===== src/rtl/serial_operand_feeder_if.sv =====
// Handshake and serial-bit bundle between the operand source, the feeder
// and the downstream serial adder.
interface serial_operand_feeder_if #(
    parameter int WIDTH = 8
);
    logic             start;
    logic [WIDTH-1:0] a_in;
    logic [WIDTH-1:0] b_in;
    logic             ready;
    logic             add_clr;
    logic             a_bit;
    logic             b_bit;
    logic             bit_valid;
    logic             last_bit;
    logic             done;

    modport master (
        output start, a_in, b_in,
        input  ready, add_clr, a_bit, b_bit, bit_valid, last_bit, done
    );

    modport slave (
        input  start, a_in, b_in,
        output ready, add_clr, a_bit, b_bit, bit_valid, last_bit, done
    );
endinterface


===== src/rtl/serial_operand_feeder.sv =====
// Parallel-to-serial front end for a two-operand serial adder: captures a
// pair of operands, clears the adder for one cycle, streams the bit pairs
// LSB-first and pulses done when the adder's final sum bit and carry are valid.
module serial_operand_feeder #(
    parameter int WIDTH = 8
) (
    input  logic                    clk,
    input  logic                    rst,
    serial_operand_feeder_if.slave  sof
);
    localparam int             CW      = (WIDTH > 1) ? $clog2(WIDTH) : 1;
    localparam logic [CW-1:0]  C_LAST  = CW'(WIDTH - 1);
    localparam logic [CW-1:0]  C_PENUL = CW'(WIDTH - 2);

    typedef enum logic [1:0] {
        S_IDLE,
        S_CLEAR,
        S_SHIFT,
        S_DONE
    } state_t;

    state_t           r_state;
    logic [WIDTH-1:0] r_a_sh;
    logic [WIDTH-1:0] r_b_sh;
    logic [CW-1:0]    r_cnt;
    logic             r_ready;
    logic             r_add_clr;
    logic             r_a_bit;
    logic             r_b_bit;
    logic             r_bit_valid;
    logic             r_last_bit;
    logic             r_done;

    // FSM, shift registers and every output register; outputs are set for
    // the state being entered, so serial bits are taken from the LSB that
    // will sit in position 0 after this edge's shift (bit 1 before it).
    always_ff @(posedge clk or negedge rst) begin
        if (!rst) begin
            r_state     <= S_IDLE;
            r_a_sh      <= '0;
            r_b_sh      <= '0;
            r_cnt       <= '0;
            r_ready     <= 1'b1;
            r_add_clr   <= 1'b0;
            r_a_bit     <= 1'b0;
            r_b_bit     <= 1'b0;
            r_bit_valid <= 1'b0;
            r_last_bit  <= 1'b0;
            r_done      <= 1'b0;
        end else begin
            case (r_state)
                S_IDLE: begin
                    if (sof.start) begin
                        r_a_sh    <= sof.a_in;
                        r_b_sh    <= sof.b_in;
                        r_cnt     <= '0;
                        r_state   <= S_CLEAR;
                        r_ready   <= 1'b0;
                        r_add_clr <= 1'b1;
                    end
                end
                S_CLEAR: begin
                    r_state     <= S_SHIFT;
                    r_add_clr   <= 1'b0;
                    r_bit_valid <= 1'b1;
                    r_a_bit     <= r_a_sh[0];
                    r_b_bit     <= r_b_sh[0];
                    r_last_bit  <= 1'b0;
                end
                S_SHIFT: begin
                    r_a_sh <= {1'b0, r_a_sh[WIDTH-1:1]};
                    r_b_sh <= {1'b0, r_b_sh[WIDTH-1:1]};
                    r_cnt  <= r_cnt + 1'b1;
                    if (r_cnt == C_LAST) begin
                        r_state     <= S_DONE;
                        r_bit_valid <= 1'b0;
                        r_a_bit     <= 1'b0;
                        r_b_bit     <= 1'b0;
                        r_last_bit  <= 1'b0;
                        r_done      <= 1'b1;
                    end else begin
                        r_a_bit    <= r_a_sh[1];
                        r_b_bit    <= r_b_sh[1];
                        r_last_bit <= (r_cnt == C_PENUL);
                    end
                end
                S_DONE: begin
                    r_state <= S_IDLE;
                    r_done  <= 1'b0;
                    r_ready <= 1'b1;
                end
                default: begin
                    r_state <= S_IDLE;
                end
            endcase
        end
    end

    assign sof.ready     = r_ready;
    assign sof.add_clr   = r_add_clr;
    assign sof.a_bit     = r_a_bit;
    assign sof.b_bit     = r_b_bit;
    assign sof.bit_valid = r_bit_valid;
    assign sof.last_bit  = r_last_bit;
    assign sof.done      = r_done;
endmodule


===== src/flat_wrapper.sv =====
// flat-port wrapper written by rule: the top's interface ports become plain ports
module serial_operand_feeder_flat 
#(
    parameter int WIDTH = 8
)
  (clk, rst, sof_start, sof_a_in, sof_b_in, sof_ready, sof_add_clr, sof_a_bit, sof_b_bit, sof_bit_valid, sof_last_bit, sof_done);
  serial_operand_feeder_if #(.WIDTH(WIDTH)) sof_i ();
  input  logic clk;
  input  logic rst;
  input wire logic [$bits(sof_i.start)-1:0] sof_start;
  input wire logic [$bits(sof_i.a_in)-1:0] sof_a_in;
  input wire logic [$bits(sof_i.b_in)-1:0] sof_b_in;
  output wire logic [$bits(sof_i.ready)-1:0] sof_ready;
  output wire logic [$bits(sof_i.add_clr)-1:0] sof_add_clr;
  output wire logic [$bits(sof_i.a_bit)-1:0] sof_a_bit;
  output wire logic [$bits(sof_i.b_bit)-1:0] sof_b_bit;
  output wire logic [$bits(sof_i.bit_valid)-1:0] sof_bit_valid;
  output wire logic [$bits(sof_i.last_bit)-1:0] sof_last_bit;
  output wire logic [$bits(sof_i.done)-1:0] sof_done;
  assign sof_i.start = sof_start;
  assign sof_i.a_in = sof_a_in;
  assign sof_i.b_in = sof_b_in;
  assign sof_ready = sof_i.ready;
  assign sof_add_clr = sof_i.add_clr;
  assign sof_a_bit = sof_i.a_bit;
  assign sof_b_bit = sof_i.b_bit;
  assign sof_bit_valid = sof_i.bit_valid;
  assign sof_last_bit = sof_i.last_bit;
  assign sof_done = sof_i.done;
  serial_operand_feeder #(.WIDTH(WIDTH)) u_core (.clk(clk), .rst(rst), .sof(sof_i));
endmodule

===== config.mk =====
export PLATFORM = sky130hd
export DESIGN_NAME = serial_operand_feeder_flat
export DESIGN_NICKNAME = d
export VERILOG_FILES = /design/src/rtl/serial_operand_feeder_if.sv /design/src/rtl/serial_operand_feeder.sv /design/src/flat_wrapper.sv
export SDC_FILE = /design/constraint.sdc
export NUM_CORES = 1
export LEC_CHECK = 0
export BUFFER_PORTS_ARGS = -buffer_cell sky130_fd_sc_hd__clkbuf_2
export CAP_MARGIN = 20
export CORE_MARGIN = 2
export CORE_UTILIZATION = 40
export DETAILED_ROUTE_END_ITERATION = 12
export MAX_ROUTING_LAYER = met4
export PLACE_DENSITY = 0.59
export SLEW_MARGIN = 20
export SYNTH_ARGS = -nofsm -noshare
export SYNTH_HDL_FRONTEND = slang
export SYNTH_SLANG_ARGS = --single-unit

===== constraint.sdc =====
create_clock -name clk -period 1.55 [get_ports clk]
set_clock_uncertainty 0.1 [all_clocks]
set_input_delay 0.155 -clock clk [delete_from_list [all_inputs] [get_ports clk]]
set_output_delay 0.155 -clock clk [all_outputs]
set_load 0.05 [all_outputs]

==> run metrics <==
final cell count without fillers 248; Final #Nets 227; Final Cycle Share 102%; Setup Crit Path Kind reg2reg; Initial Util 41.2%; peak supply drop 1.32 mV; Hold Path Class in2reg; sequential area share after synthesis 46.9%; R2R cell count 6; RSZ-0062 raised after global routing yes; PortBufs 25; fin. max-slew vios 0; R2R Setup Slk -30 ps; Worst Path Arrival 1650 ps; initial antenna violation count 0; Post-Route WL 3670 um; CTS tree built; routed length per instance 14.8 um; TritonRoute pass-1 iters 4; Max-Slew Margin vs Limit 70.2%; die height 65.1 um; Worst-path clk slew 100 ps; antenna-violating nets left 0; worst-margin pin slew 448 ps; Max H-tree Level 1; I/O pin count 26; Site Rows 22; CP Launch Type flip-flop; syn avg cell area 9.84 um^2; Syn. warnings 0; worst-path maximum fanout 7; multi-input logic area 785 um^2; final hold vios 0; area fraction of the dominant cell type after synthesis 45.2%; Pwr per Cell Area 2290 nW/um^2; total gr overflow 0; DRC violation count after routing 0; Synth Instances 152; Leak Pwr 0.000940 uW; Area contributors post-synth dfrtp_1, ha_1, nor2_1; DIE WIDTH 65.1 um; GRT Total Usage 18.7%; later-pin clock latency in the skew report 280 ps; largest net degree at the start of global routing 17; Fin Setup TNS -25.9 ps; CTS max path bufs 2; storage element area 702 um^2; DR vias/cell 5.34; ant diodes 0; Worst Path Required 1630 ps; most frequent cells in the layout dfrtp_1, clkbuf_2, buf_4, nor2_1; Fmax 0.635 GHz; flop and latch count out of synthesis 28; outcome complete, but fails checks; final worst slack -25.9 ps; Cells after DPL 238; vias 1325; HP Start sof_a_in[3]; Layout area overhead 37.4%; layout cells sized above 1 43.0%; first-pass GRT wire length 5960 um; CTS Buf Count 3; Root Buffer clkbuf_8; Core Area 3630 um^2; post-synthesis instance area 1500 um^2; CP Capture Type flip-flop; Endpoint, Worst Hold u_core.r_a_sh[3]; Sink Count 28; number of global-route vias before repair 1301; WHS 19.4 ps; number of distinct library cells after synthesis 35; # fillers 349; post-DP HPWL 2700 um; commonest non-fill, non-tap cell in the layout dfrtp_1; Final min period 1580 ps; Worst Hold Depth 3; setup violators final 1; 1st-iter DRT viols 80; Routability Congestion 0.850; area leader, netlist dfrtp_1; Crit Reg-Reg Endpoint u_core.r_a_sh[4]; Die Area 4240 um^2; Post-Syn Nets 178; MaxCap Viol Count 0; failing checks negative setup slack; Critical R2R Launch u_core.r_state[1]
worst max-delay path: stages (launching register included):
cell and delay [ps]:
dfrtp_1 400, inv_2 70, ha_4 170, nor2b_4 150, buf_12 140, or3_1 300
o221a_2 130
metrics by stage:
| step | instance area (um^2) | power (uW) | util [%] | setup WS (ps) |
|---|---|---|---|---|
| floorplan | 1510 | 2880 | - | -35.3 |
| global placement | 1840 | 3680 | 50.6 | -17.8 |
| detailed placement | 1840 | 3750 | 50.6 | -74.7 |
| CTS | 1970 | 4460 | 54.1 | -29.2 |
| global route | 2050 | 5080 | 56.5 | -64.3 |
| finish | 2050 | 4700 | 56.5 | -25.9 |
registers in the layout (all words and copies together) (netlist names):
register              count
u_core.sof.ready          1
u_core.r_state            2
u_core.sof.add_clr        1
u_core.sof.done           1
u_core.sof.a_bit          1
u_core.sof.last_bit       1
u_core.r_cnt              3
u_core.sof.b_bit          1
u_core.r_a_sh             8
u_core.r_b_sh             8
u_core.sof.bit_valid      1
worst max path at each step:
stage | startpoint | endpoint | slack, ps
after floorplan | u_core.r_state[0] | u_core.r_a_sh[4] | -40
after global placement | u_core.r_state[0] | u_core.r_b_sh[0] | -20
after detailed placement | u_core.r_state[1] | u_core.r_b_sh[3] | -70
after CTS | u_core.r_state[1] | u_core.r_a_sh[4] | -30
after global routing | u_core.r_state[1] | u_core.r_a_sh[4] | -60
final | u_core.r_state[1] | u_core.r_a_sh[4] | -30
power breakdown:
group          total [uW]  internal [uW]  switching, uW
Sequential           1320           1070            251
Clock                 583            346            237
Combinational        2790           1360           1430
routing by layer:
layer | GRT usage [%] | wire [um]
met3 | 4.11 | 125
met2 | 31.6 | 1900
met5 | - | 0
met4 | 2.60 | 12
met1 | 23.8 | 1630
layout make-up:
| type | count | area share, % |
|---|---|---|
| clock buffer | 3 | 2.01 |
| timing repair buffer | 55 | 19.8 |
| clock inverter | 1 | 1.46 |
| inverter | 8 | 1.46 |
| sequential | 28 | 34.2 |
| multi-input combinational | 105 | 38.2 |
| tap | 48 | 2.92 |
cells in the mapped netlist:
library cell	count
o22ai_1	8
nand2b_1	1
clkbuf_1	1
a211oi_1	5
o21ai_0	4
nor2b_4	1
inv_1	7
ha_1	7
a22o_1	1
nand3_1	9
dfrtp_1	27
or3_1	1
buf_6	5
nand4_1	4
a21oi_1	4
nor3_1	6
nor2b_1	2
nand2_2	1
inv_2	1
buf_2	5
and4b_1	2
nand2_1	9
a221oi_1	1
o2bb2ai_1	2
mux2i_1	1
a221oi_2	1
nor2_1	16
and3b_1	2
o21ai_1	6
o22a_1	2
o221a_2	3
a31oi_1	3
dfstp_2	1
nand3b_1	2
mux2_1	1
what timing repair did:
item / 4_1_cts / 5_1_grt
resized for setup: 6 / 16
buffers inserted: 3 / 2
endpoints found under the hold margin: 13 / 0
setup endpoints to repair: 19 / 17
cloned: 0 / 0
pin swaps: 2 / 6
hold buffers: 1 / 0
cell families (layout without fill, tap and decap cells):
logic type,after synthesis,count (layout),share of synthesized area [%]
AND/OR/NAND/NOR,56,56,19.5
adder cells (fa/ha/maj),7,7,5.86
flip-flops,28,28,46.9
buffers and inverters,19,67,7.70
AO/OA/AOI/OAI,40,40,18.6
multiplexers,2,2,1.42
No activity file was read; power rests on OpenSTA's default activity.
